### src/rtl/fp_pkg.sv
// Shared types and helpers for the floating-point special-case path:
// operand class encoding, override-select encoding and the classifier rule.
package fp_pkg;

    typedef enum logic [2:0] {
        FP_ZERO = 3'd0,
        FP_SUB  = 3'd1,
        FP_NORM = 3'd2,
        FP_INF  = 3'd3,
        FP_QNAN = 3'd4,
        FP_SNAN = 3'd5
    } fp_class_e;

    localparam logic [1:0] SEL_NORM = 2'b00;
    localparam logic [1:0] SEL_ZERO = 2'b01;
    localparam logic [1:0] SEL_ONE  = 2'b10;

    typedef struct packed {
        logic [1:0] sign;
        logic [1:0] exp;
        logic [1:0] man;
        logic       invalid;
    } fp_sel_t;

    // Field reductions are done by the caller so this stays width-independent.
    function automatic fp_class_e fp_classify(input logic exp_ones, input logic exp_zero,
                                              input logic frac_zero, input logic frac_msb,
                                              input logic ftz);
        fp_class_e c;
        if (exp_ones) begin
            if (frac_zero)     c = FP_INF;
            else if (frac_msb) c = FP_QNAN;
            else               c = FP_SNAN;
        end else if (exp_zero) begin
            c = (frac_zero || ftz) ? FP_ZERO : FP_SUB;
        end else begin
            c = FP_NORM;
        end
        return c;
    endfunction

endpackage

### src/rtl/fp_classify_unit.sv
// Combinational IEEE-754 operand classifier for one exponent/fraction pair.
module fp_classify_unit
    import fp_pkg::*;
#(
    parameter int EXP_W = 8,
    parameter int MAN_W = 23,
    parameter bit FTZ   = 1'b0
) (
    input  logic [EXP_W-1:0] i_exp,
    input  logic [MAN_W-1:0] i_man,
    output fp_class_e        o_class
);

    assign o_class = fp_classify(&i_exp, ~|i_exp, ~|i_man, i_man[MAN_W-1], FTZ);

endmodule

### src/rtl/fp_special_case_pipe.sv
// Two-stage special-case classifier and override-select resolver for the
// FP add/sub datapath, with valid/ready flow control and a sticky invalid flag.
module fp_special_case_pipe
    import fp_pkg::*;
#(
    parameter int EXP_W = 8,
    parameter int MAN_W = 23,
    parameter bit FTZ   = 1'b0
) (
    input  logic             i_clk,
    input  logic             i_rst,
    input  logic             i_valid,
    output logic             o_ready,
    input  logic             i_add_sub,
    input  logic             i_sign_a,
    input  logic             i_sign_b,
    input  logic [EXP_W-1:0] i_exp_a,
    input  logic [EXP_W-1:0] i_exp_b,
    input  logic [MAN_W-1:0] i_man_a,
    input  logic [MAN_W-1:0] i_man_b,
    output logic             o_valid,
    input  logic             i_ready,
    output logic [1:0]       o_sel_sign,
    output logic [1:0]       o_sel_exp,
    output logic [1:0]       o_sel_man,
    output logic             o_special,
    output logic [2:0]       o_class_a,
    output logic [2:0]       o_class_b,
    output logic             o_invalid,
    output logic             o_invalid_sticky,
    input  logic             i_clr_flags
);

    logic      vld_p1, vld_p2;
    logic      accept, adv_p2;
    fp_class_e class_a_c, class_b_c;
    fp_class_e class_a_p1, class_b_p1;
    logic      sign_a_p1, sign_b_eff_p1, eff_sub_p1;
    fp_sel_t   sel_c;

    // First matching rule wins: NaN/invalid, A inf, B inf, both zero.
    function automatic fp_sel_t resolve(input fp_class_e ca, input fp_class_e cb,
                                        input logic sa, input logic sbe, input logic es);
        fp_sel_t r;
        logic    any_nan, inf_inf, any_snan;
        r        = '{sign: SEL_NORM, exp: SEL_NORM, man: SEL_NORM, invalid: 1'b0};
        any_nan  = (ca == FP_QNAN) || (ca == FP_SNAN) || (cb == FP_QNAN) || (cb == FP_SNAN);
        any_snan = (ca == FP_SNAN) || (cb == FP_SNAN);
        inf_inf  = (ca == FP_INF) && (cb == FP_INF) && es;
        if (any_nan || inf_inf) begin
            r.sign    = SEL_ZERO;
            r.exp     = SEL_ONE;
            r.man     = SEL_ONE;
            r.invalid = any_snan || inf_inf;
        end else if (ca == FP_INF) begin
            r.sign = sa ? SEL_ONE : SEL_ZERO;
            r.exp  = SEL_ONE;
            r.man  = SEL_ZERO;
        end else if (cb == FP_INF) begin
            r.sign = sbe ? SEL_ONE : SEL_ZERO;
            r.exp  = SEL_ONE;
            r.man  = SEL_ZERO;
        end else if ((ca == FP_ZERO) && (cb == FP_ZERO)) begin
            // Exact cancellation rounds to +0 under round-to-nearest.
            r.sign = (!es && sa) ? SEL_ONE : SEL_ZERO;
            r.exp  = SEL_ZERO;
            r.man  = SEL_ZERO;
        end
        return r;
    endfunction

    fp_classify_unit #(.EXP_W(EXP_W), .MAN_W(MAN_W), .FTZ(FTZ)) u_cls_a (
        .i_exp   (i_exp_a),
        .i_man   (i_man_a),
        .o_class (class_a_c)
    );

    fp_classify_unit #(.EXP_W(EXP_W), .MAN_W(MAN_W), .FTZ(FTZ)) u_cls_b (
        .i_exp   (i_exp_b),
        .i_man   (i_man_b),
        .o_class (class_b_c)
    );

    assign o_ready = ~vld_p1 | ~vld_p2 | i_ready;
    assign accept  = i_valid & o_ready;
    assign adv_p2  = vld_p1 & (~vld_p2 | i_ready);
    assign o_valid = vld_p2;
    assign sel_c   = resolve(class_a_p1, class_b_p1, sign_a_p1, sign_b_eff_p1, eff_sub_p1);

    // Stage 1: operand classification and effective operation
    always_ff @(posedge i_clk) begin
        if (i_rst) vld_p1 <= 1'b0;
        else       vld_p1 <= accept | (vld_p1 & ~adv_p2);
    end

    always_ff @(posedge i_clk) begin
        if (accept) begin
            class_a_p1    <= class_a_c;
            class_b_p1    <= class_b_c;
            sign_a_p1     <= i_sign_a;
            sign_b_eff_p1 <= i_sign_b ^ i_add_sub;
            eff_sub_p1    <= i_add_sub ^ i_sign_a ^ i_sign_b;
        end
    end

    // Stage 2: resolved selects, held while downstream stalls
    always_ff @(posedge i_clk) begin
        if (i_rst) begin
            vld_p2     <= 1'b0;
            o_sel_sign <= SEL_NORM;
            o_sel_exp  <= SEL_NORM;
            o_sel_man  <= SEL_NORM;
            o_special  <= 1'b0;
            o_class_a  <= 3'd0;
            o_class_b  <= 3'd0;
            o_invalid  <= 1'b0;
        end else begin
            vld_p2 <= adv_p2 | (vld_p2 & ~i_ready);
            if (adv_p2) begin
                o_sel_sign <= sel_c.sign;
                o_sel_exp  <= sel_c.exp;
                o_sel_man  <= sel_c.man;
                o_special  <= |{sel_c.sign, sel_c.exp, sel_c.man};
                o_class_a  <= class_a_p1;
                o_class_b  <= class_b_p1;
                o_invalid  <= sel_c.invalid;
            end
        end
    end

    always_ff @(posedge i_clk) begin
        if (i_rst)                             o_invalid_sticky <= 1'b0;
        else if (vld_p2 & i_ready & o_invalid) o_invalid_sticky <= 1'b1;
        else if (i_clr_flags)                  o_invalid_sticky <= 1'b0;
    end

endmodule

### config.mk
export PLATFORM = sky130hd
export DESIGN_NAME = fp_special_case_pipe
export DESIGN_NICKNAME = d
export VERILOG_FILES = /design/src/rtl/fp_pkg.sv /design/src/rtl/fp_classify_unit.sv /design/src/rtl/fp_special_case_pipe.sv
export SDC_FILE = /design/constraint.sdc
export NUM_CORES = 1
export LEC_CHECK = 0
export CORE_UTILIZATION = 35
export DETAILED_ROUTE_END_ITERATION = 10
export HOLD_SLACK_MARGIN = 0.02
export PLACE_DENSITY = 0.81
export SYNTH_ARGS = -nofsm -noshare
export SYNTH_HDL_FRONTEND = slang
export SYNTH_HIERARCHICAL = 1
export SYNTH_SLANG_ARGS = --single-unit
### constraint.sdc
create_clock -name i_clk -period 1.7 [get_ports i_clk]
set_input_delay 0.34 -clock i_clk [delete_from_list [all_inputs] [get_ports i_clk]]
set_output_delay 0.34 -clock i_clk [all_outputs]
set_load 0.02 [all_outputs]
Yosys cells after proc, flatten, opt, wreduce, memory -nomap -nowiden --
Index checks and enable logic that the tools add are counted.
Storage, ports and cells: bits in registers 26, input bits 70, output and inout port bits 17, word-level logic and storage cells 80
Cells by class: equality and inequality tests 6, mux-type cells 20, bitwise operators 18, reduce and logical (&&, ||, !) cells 21
Operators with widths (number):
- 23-bit OR reduction | 2
- 6-bit two-way mux | 4
- 3-bit two-way mux | 6
- 8-bit AND reduction | 2
- 8-bit OR reduction | 2
- 3-bit == test (second input constant) | 4
- 1-bit two-way mux | 7
- 1-bit bitwise AND | 6
- 3-bit by 2-bit == test with 1-bit output (second input constant) | 2
- 3-bit zero test | 2
- 1-bit logical OR | 6
- 2-bit two-way mux | 3
- 6-bit OR reduction | 1
- 1-bit bitwise OR | 5
- 1-bit logical AND | 4
- 1-bit inverter | 4
- 1-bit XOR | 3
- 2-bit nonzero test | 1
- 1-bit zero test | 1

Longest topological paths before layout --
Gate-level depths: netlist of the first run.
depth after elaboration 8, gate-level depth with buffers 6, gate-level depth less buffers 4

Cells and area by module --
Netlist of the first run, hierarchy kept.
Modules (own cells, without submodules):
- fp_special_case_pipe | times used 1, cells an instance 104, area an instance 1048.5 um^2
- fp_classify_unit | times used 2, cells an instance 17, area an instance 108.9 um^2

Least setup slack after synthesis of the first run --
OpenSTA, ideal clock, no wires.
path kind flip-flop to flip-flop, from register class_a_p1[0], to register o_sel_sign[1], setup time 79 ps, arrival time 1422 ps, path slack 199 ps, cell stages (with the launch flop) 5, period minus slack after synthesis 1501 ps, cell sequence edfxtp_1 or4_4 nor3_4 a221oi_1 a211oi_2
Between the ends: cells in the longest elaborated chain, start to end 6, elaborated cells on any way between the ends 15
Ends and longest elaborated chain:
- from (decl) | RTL line fp_special_case_pipe.sv:37 | fp_class_e class_a_p1, class_b_p1;
- from (signal assigned) | RTL line fp_special_case_pipe.sv:98 | class_a_p1 <= class_a_c;
- 3-bit zero test / 3-bit == test (equally long branches) | RTL line fp_special_case_pipe.sv:63, fp_special_case_pipe.sv:47
- 1-bit logical AND / 1-bit logical OR (equally long branches) | RTL line fp_special_case_pipe.sv:63, fp_special_case_pipe.sv:47
- 6-bit two-way mux / 1-bit logical OR (equally long branches) | RTL line fp_special_case_pipe.sv:63, fp_special_case_pipe.sv:47
- 6-bit two-way mux / 1-bit logical OR (equally long branches) | RTL line fp_special_case_pipe.sv:59, fp_special_case_pipe.sv:47
- 6-bit two-way mux / 1-bit logical OR (equally long branches) | RTL line fp_special_case_pipe.sv:55, fp_special_case_pipe.sv:50
- 6-bit two-way mux * | RTL line fp_special_case_pipe.sv:50 | if (any_nan || inf_inf) begin
- to (signal assigned) | RTL line fp_special_case_pipe.sv:120 | o_sel_sign <= sel_c.sign;
- to (decl) | RTL line fp_special_case_pipe.sv:23 | output logic [1:0] o_sel_sign,
Every way passes the cells marked *; elsewhere a longest branch is shown, timed or not. A chain may end at the register's enable or synchronous reset.

Final worst setup path of the first run --
from register o_class_a[2], to output o_class_a[2]
RTL lines:
- from (decl) | RTL line fp_special_case_pipe.sv:27 | output logic [2:0] o_class_a,
- from (signal assigned) | RTL line fp_special_case_pipe.sv:124 | o_class_a <= class_a_p1;
No word-level cell between the ends.

==> results of run 1 <==
[flip-flops by register name, indices dropped and copies added, names as in the netlist]
name              count
class_a_p1            3
sign_a_p1             1
sign_b_eff_p1         1
o_sel_sign            2
eff_sub_p1            1
o_valid               1
o_invalid_sticky      1
o_sel_exp             2
vld_p1                1
o_sel_man             2
o_special             1
o_invalid             1
o_class_b             3
o_class_a             3
class_b_p1            3
[power by group]
| group | switching, uW | internal (uW) | leakage, uW |
|---|---|---|---|
| logic | 112 | 212 | 0.000564 |
| clock network | 164 | 130 | 0.0000210 |
| registers | 19.5 | 675 | 0.000224 |
| total | 296 | 1020 | 0.000809 |
[cell usage in the layout (no fill, tap or decap), drive strengths merged]
| cell | instances |
|---|---|
| o2111ai | 1 |
| clkbuf | 5 |
| a311oi | 1 |
| nand4b | 2 |
| o21ai | 4 |
| clkdlybuf4s50 | 82 |
| buf | 9 |
| nor3 | 5 |
| nor2 | 9 |
| a211oi | 4 |
| nand2b | 5 |
| nand3 | 1 |
| or4 | 1 |
| nor2b | 4 |
| a21oi | 13 |
| xor2 | 2 |
| a211o | 1 |
| o22ai | 1 |
| nand2 | 20 |
| and2 | 2 |
| dfxtp | 17 |
| nand4 | 7 |
| dlymetal6s2s | 3 |
| o211ai | 2 |
| o21ba | 2 |
| a221oi | 2 |
| edfxtp | 9 |
| nor4 | 14 |
| nand3b | 1 |
| or2 | 3 |
[per-layer routing]
layer	routed length, um	up-vias	track usage (%)
li1	-	714	-
met1	1210	621	17.8
met2	1640	59	32.3
met3	218	2	2.76
met4	19	0	4.07
met5	0	-	0
[through the flow]
step	instance area [sq um]	setup WS [ns]
final	2270	0.0968
after global routing	2270	0.00590
after CTS	2270	0.0177
after detailed placement	2230	-0.221
after global placement	2230	-0.201
after floorplan	1270	0.199
[area by class of cell]
| class | count | area (sq um) | share of cell area (%) |
|---|---|---|---|
| clock buffer | 4 | 36.3 | 1.60 |
| timing repair buffer | 95 | 931 | 40.9 |
| sequential | 26 | 611 | 26.9 |
| tap | 46 | 57.6 | 2.53 |
| multi-input combinational | 107 | 638 | 28.1 |
[cells in the mapped netlist, types with 3 or more instances]
cell,count,area share (%)
a211oi_1,3,1.8
a21oi_1,11,4.3
clkbuf_1,3,0.89
dfxtp_1,17,27
edfxtp_1,9,21
nand2_1,20,5.9
nand2b_1,5,2.5
nand4_1,7,3.5
nor2_1,9,2.7
nor2b_1,4,2.0
nor3_1,4,1.6
nor4_1,14,6.9
[cell families (layout without fill, tap and decap cells)]
kind of cell / after synthesis / in the layout / synth area share, %
AO/OA/AOI/OAI: 31 / 31 / 16.8
XOR/XNOR: 2 / 2 / 1.38
buffers and inverters: 5 / 99 / 1.58
flip-flops: 26 / 26 / 48.2
AND/OR/NAND/NOR: 74 / 74 / 32.0
[worst register-to-register path, cell delays in order (launching register included)]
cell      delay, ns
edfxtp_1       0.41
or4_4          0.55
nor3_4         0.21
a221oi_1       0.13
a211oi_2       0.19
[path summary, 6_finish.rpt]
kind / to / cells past startpoint / start
hold / removal: o_class_b[2]$_SDFFE_PP0P_ / 2 / o_class_b[2]$_SDFFE_PP0P_
setup / recovery: o_class_a[2] / 1 / o_class_a[2]$_SDFFE_PP0P_
setup reg to reg: o_sel_sign[1]$_SDFFE_PP0P_ / 4 / class_a_p1[0]$_DFFE_PP_
hold reg to reg: o_class_b[2]$_SDFFE_PP0P_ / 2 / o_class_b[2]$_SDFFE_PP0P_
[timing repair]
action | CTS | global route
endpoints found under the setup margin | 1 | 4
hold buffers | 0 | 0
gates resized for setup | 1 | 6
==> results by group, run 1 <==
Status
  – Outcome: complete, no violations

Worst setup path
  – Critical Path Fanout Max: 2
  – Worst path max stage delay: 0.60 ns
  – Crit path max-delay cell type: clkdlybuf4s50_1
  – CP bufs+invs: 1
  – Critical Path RT: 1.36 ns
  – CP cell instances: clkdlybuf4s50_1
  – WS Path Type: flop to primary output
  – Worst Path Arrival: 1.26 ns
  – CP top delay family: buffers and inverters
  – FF-to-FF setup slack: 0.14 ns
  – Crit. End Element: primary output
  – CP Launch Type: flop

Floorplanning
  – Site Rows: 21
  – Die ar.: 0.00386 sq mm
  – Die Ht: 62.1 um
  – Ports: 87
  – Initial Util: 37.4%
  – Total core area: 0.00339 sq mm
  – Die X: 62.1 um

Placement
  – Placed cell count: 274
  – Routability Congestion: 0.868
  – # port buffers: 86
  – DP Wirelength: 2.65 mm

GRT
  – Largest net degree at the start of global routing: 18
  – Total grt overflow: 0
  – Number of global-route vias before repair: 1340
  – Initial antenna violation count: 0
  – First-pass GRT wire length: 5.27 mm
  – GRT Util Overall: 16.4%

Synth
  – Syn nets: 208
  – Flop and latch count out of synthesis: 26
  – Async SR Flop Fraction: 0%
  – Yosys warns: 6
  – Sequential share of the synthesized area: 48.2%
  – Post-synth EDFFs: 9
  – Post-synthesis cell type count: 34
  – Mean Syn Cell Area: 9.18 sq um
  – Synth Instances: 138
  – Syn Std Cell Area: 0.00127 sq mm
  – Ys flop type: dfxtp_1

STA
  – Clock skew: 0.00438 ns
  – RSZ-0062 raised after global routing: false
  – Slew HR: 67.1%
  – Final Critical Period: 1.60 ns
  – Tcrit/Tclk final: 94.3%
  – Max Slew Vio Count: 0
  – Final number of setup-violating endpoints: 0
  – TNS Setup: 0 ns
  – Final hold slack: 0.461 ns
  – Worst slew pin tran: 0.489 ns
  – Maximum clock frequency: 624 MHz
  – Endpoints failing hold: 0

Flow run
  – Maxcap violations: 0

CTS
  – CTS tree: done
  – TritonCTS Buffers: 3
  – Clock latency on the worst-skew pair: 0.30 ns
  – Root Driver: clkbuf_4
  – Setup repair bufs after CTS: 0
  – Htree depth: 1
  – Clk buf depth: 2
  – Reg clk slew, reported paths: 0.13 ns
  – Clk sinks: 26

Drt
  – DRT Pass-1 Iters: 4
  – Routed WL per cell: 11.1 um
  – DR DRC count: 0
  – Routed WL: 3.09 mm
  – Via density: 5.02
  – DRT iter0 DRCs: 41
  – Routed vias: 1396
  – Antenna-violating nets left: 0

Layout
  – N_diodes: 0
  – Area Overhead vs Synth: 79.5%
  – # fillers: 286
  – Fin cells: 278
  – Core Util, Final: 67.1%
  – Layout Nets: 303
  – Layout cells sized above 1: 10.3%

Pwr
  – Total Power: 1310 uW
  – Worst VDD drop: 0.299 mV
  – Pwr dens: 578 mW/mm^2
  – Static leakage: 0.000809 uW

Worst hold path
  – Hold Crit Class: flop to flop
Power figures use the tool's default switching activity.
==> run 2, diff against run 1 <==
PLACE_DENSITY = not set   (was 0.81)
PLACE_DENSITY_LB_ADDON = 0.3   (was not set)
==> run 2 against run 1 <==
Wire length grew 5.9%. Clock skew up 0.0025 ns. Hold slack improved by 0.0067 ns. Fmax decreased by 0.95%. Sequential share of layout area down 0.23 points. First-iteration DRC count decreased by 44%. Clock-buffer cell count did not move. Non-clock buffer count increased by 4. Largest power group unchanged. Highest routed layer unchanged.
==> results by group, run 2 (synthesized netlist as in run 1, its figures left out) <==
Worst setup path
  – Crit. End Element: primary output
  – CP cell instances: clkdlybuf4s50_1
  – Crit path max-delay cell type: clkdlybuf4s50_1
  – Worst R2R Path Depth: 4
  – CP Launch Type: flop
  – FF-to-FF setup slack: 0.13 ns
  – Critical Path Fanout Max: 2
  – WS Path Type: flop to primary output
  – Worst path max stage delay: 0.60 ns
  – Worst Path Arrival: 1.28 ns
  – Critical Path RT: 1.36 ns
  – CP bufs+invs: 1
  – Worst flop-to-flop path endpoint: o_sel_sign[1]$_SDFFE_PP0P_
  – CP top delay family: buffers and inverters
  – CP Depth: 1
  – Crit path launch: o_sel_exp[1]$_SDFFE_PP0P_
  – Reg-to-reg startpoint: class_a_p1[0]$_DFFE_PP_

STA
  – Worst slew pin tran: 0.381 ns
  – Maximum clock frequency: 618 MHz
  – Tcrit/Tclk final: 95.2%
  – RSZ-0062 raised after global routing: false
  – Final Critical Period: 1.62 ns
  – Slew HR: 74.6%
  – Clock skew: 0.00685 ns
  – Endpoints failing hold: 0
  – Final number of setup-violating endpoints: 0
  – Max Slew Vio Count: 0

CTS
  – Clk sinks: 26
  – Root Driver: clkbuf_4
  – Htree depth: 1
  – CTS tree: done
  – CTS Hold Buffers Added: 0
  – Setup repair bufs after CTS: 0
  – Clk buf depth: 2
  – Clock latency on the worst-skew pair: 0.31 ns
  – Post-CTS sizing: 2
  – Reg clk slew, reported paths: 0.13 ns
  – TritonCTS Buffers: 3

Drt
  – DRT Pass-1 Iters: 4
  – Routed vias: 1401
  – Via density: 4.97
  – DR DRC count: 0
  – Antenna-violating nets left: 0
  – Routed WL per cell: 11.6 um
  – Routed WL: 3.27 mm
  – DRT iter0 DRCs: 23

Flow run
  – Maxcap violations: 0

Layout
  – Commonest non-fill, non-tap cell in the layout: clkdlybuf4s50_1
  – Layout cells sized above 1: 11.4%
  – Fin area: 0.00229 sq mm
  – Most frequent cells in the layout: clkdlybuf4s50_1 (82), nand2_1 (20), dfxtp_1 (17)
  – N_diodes: 0
  – Area Overhead vs Synth: 81.1%
  – Core Util, Final: 67.7%
  – # fillers: 271
  – Layout Nets: 307

Pwr
  – Combinational group share of total power: 25.7%
  – Static leakage: 0.000823 uW
  – Sequential power share: 54.2%
  – Switching share of power: 23.4%
  – Worst VDD drop: 0.253 mV
  – Pwr dens: 559 mW/mm^2
  – Clock power share: 20.1%
  – Int Power: 982 uW
  – NetSw: 299 uW

GRT
  – First-pass GRT wire length: 5.66 mm
  – Initial antenna violation count: 0
  – GRT Util Overall: 18.1%
  – Largest net degree at the start of global routing: 18
  – Number of global-route vias before repair: 1458
  – Total grt overflow: 0

Status
  – Outcome: complete, no violations

Placement
  – DP Wirelength: 2.83 mm
  – Routability Congestion: 0.806
  – # port buffers: 86
  – DP Area: 0.00226 sq mm

Floorplanning
  – Initial Util: 37.4%
  – Die X: 62.1 um
  – Die ar.: 0.00386 sq mm
  – Ports: 87
  – Total core area: 0.00339 sq mm
  – Site Rows: 21
  – Die Ht: 62.1 um

Worst hold path
  – Hold Crit Class: flop to flop
  – Hold Crit Endpoint: o_class_a[2]$_SDFFE_PP0P_
  – Hold depth: 2
  – Hold wc startpoint: o_class_a[2]$_SDFFE_PP0P_
run 2: cell count changes in the layout (fill, tap and decap cells not counted):
cell,delta
buf_4,+4
clkbuf_1,+1
clkbuf_8,-1
run 2: worst max path at each step:
| stage | to | slack (ns) |
|---|---|---|
| after global placement | o_ready | -0.21 |
| after CTS | o_ready | 0.03 |
| final | o_sel_exp[1] | 0.08 |
| after detailed placement | o_ready | -0.22 |
| after floorplan | o_sel_sign[1]$_SDFFE_PP0P_ | 0.20 |
| after global routing | o_class_b[0] | 0.02 |
run 2: metal layers:
layer  vias up  wire length [um]  track usage (%)
li1        720                 -                -
met3         4               211             2.76
met2        60              1640             34.5
met5         -                 0                0
met1       617              1360             19.7
met4         0                47             6.98
run 2: area by class of cell:
cell class / instances / area [sq um] / area share, %
Timing Repair Buffer: 99 / 961 / 41.9
Multi-Input combinational cell: 107 / 638 / 27.8
Sequential cell: 26 / 611 / 26.6
Tap cell: 46 / 57.6 / 2.51
Clock buffer: 4 / 26.3 / 1.15
run 2: tightest hold or removal path: cells and delay by family (launching register included):
kind / cells / cell delay, ns
AOI/OAI and AO/OA: 1 / 0.05
and+or+nand+nor: 1 / 0.05
DFF: 1 / 0.33
run 2: through the flow:
| stage | power (uW) | hold slack [ns] | setup slack [ns] | TNS, ns | instances |
|---|---|---|---|---|---|
| 2_1_floorplan | 805 | 0.439 | 0.199 | 0 | 138 |
| 3_3_place_gp | 1030 | 0.443 | -0.214 | -0.741 | 278 |
| 3_5_place_dp | 1040 | 0.454 | -0.215 | -1.21 | 278 |
| 4_1_cts | 1300 | 0.472 | 0.0276 | 0 | 282 |
| 5_1_grt | 1350 | 0.503 | 0.0185 | 0 | 282 |
| 6_report | 1280 | 0.468 | 0.0813 | 0 | 282 |
run 2: power by group through the flow:
stage	combinational (uW)	clock, uW	sequential (uW)
finish	329	257	694
CTS	332	271	695
floorplan	76.4	0	729
global route	355	294	700
detailed placement	331	0	709
global placement	326	0	708
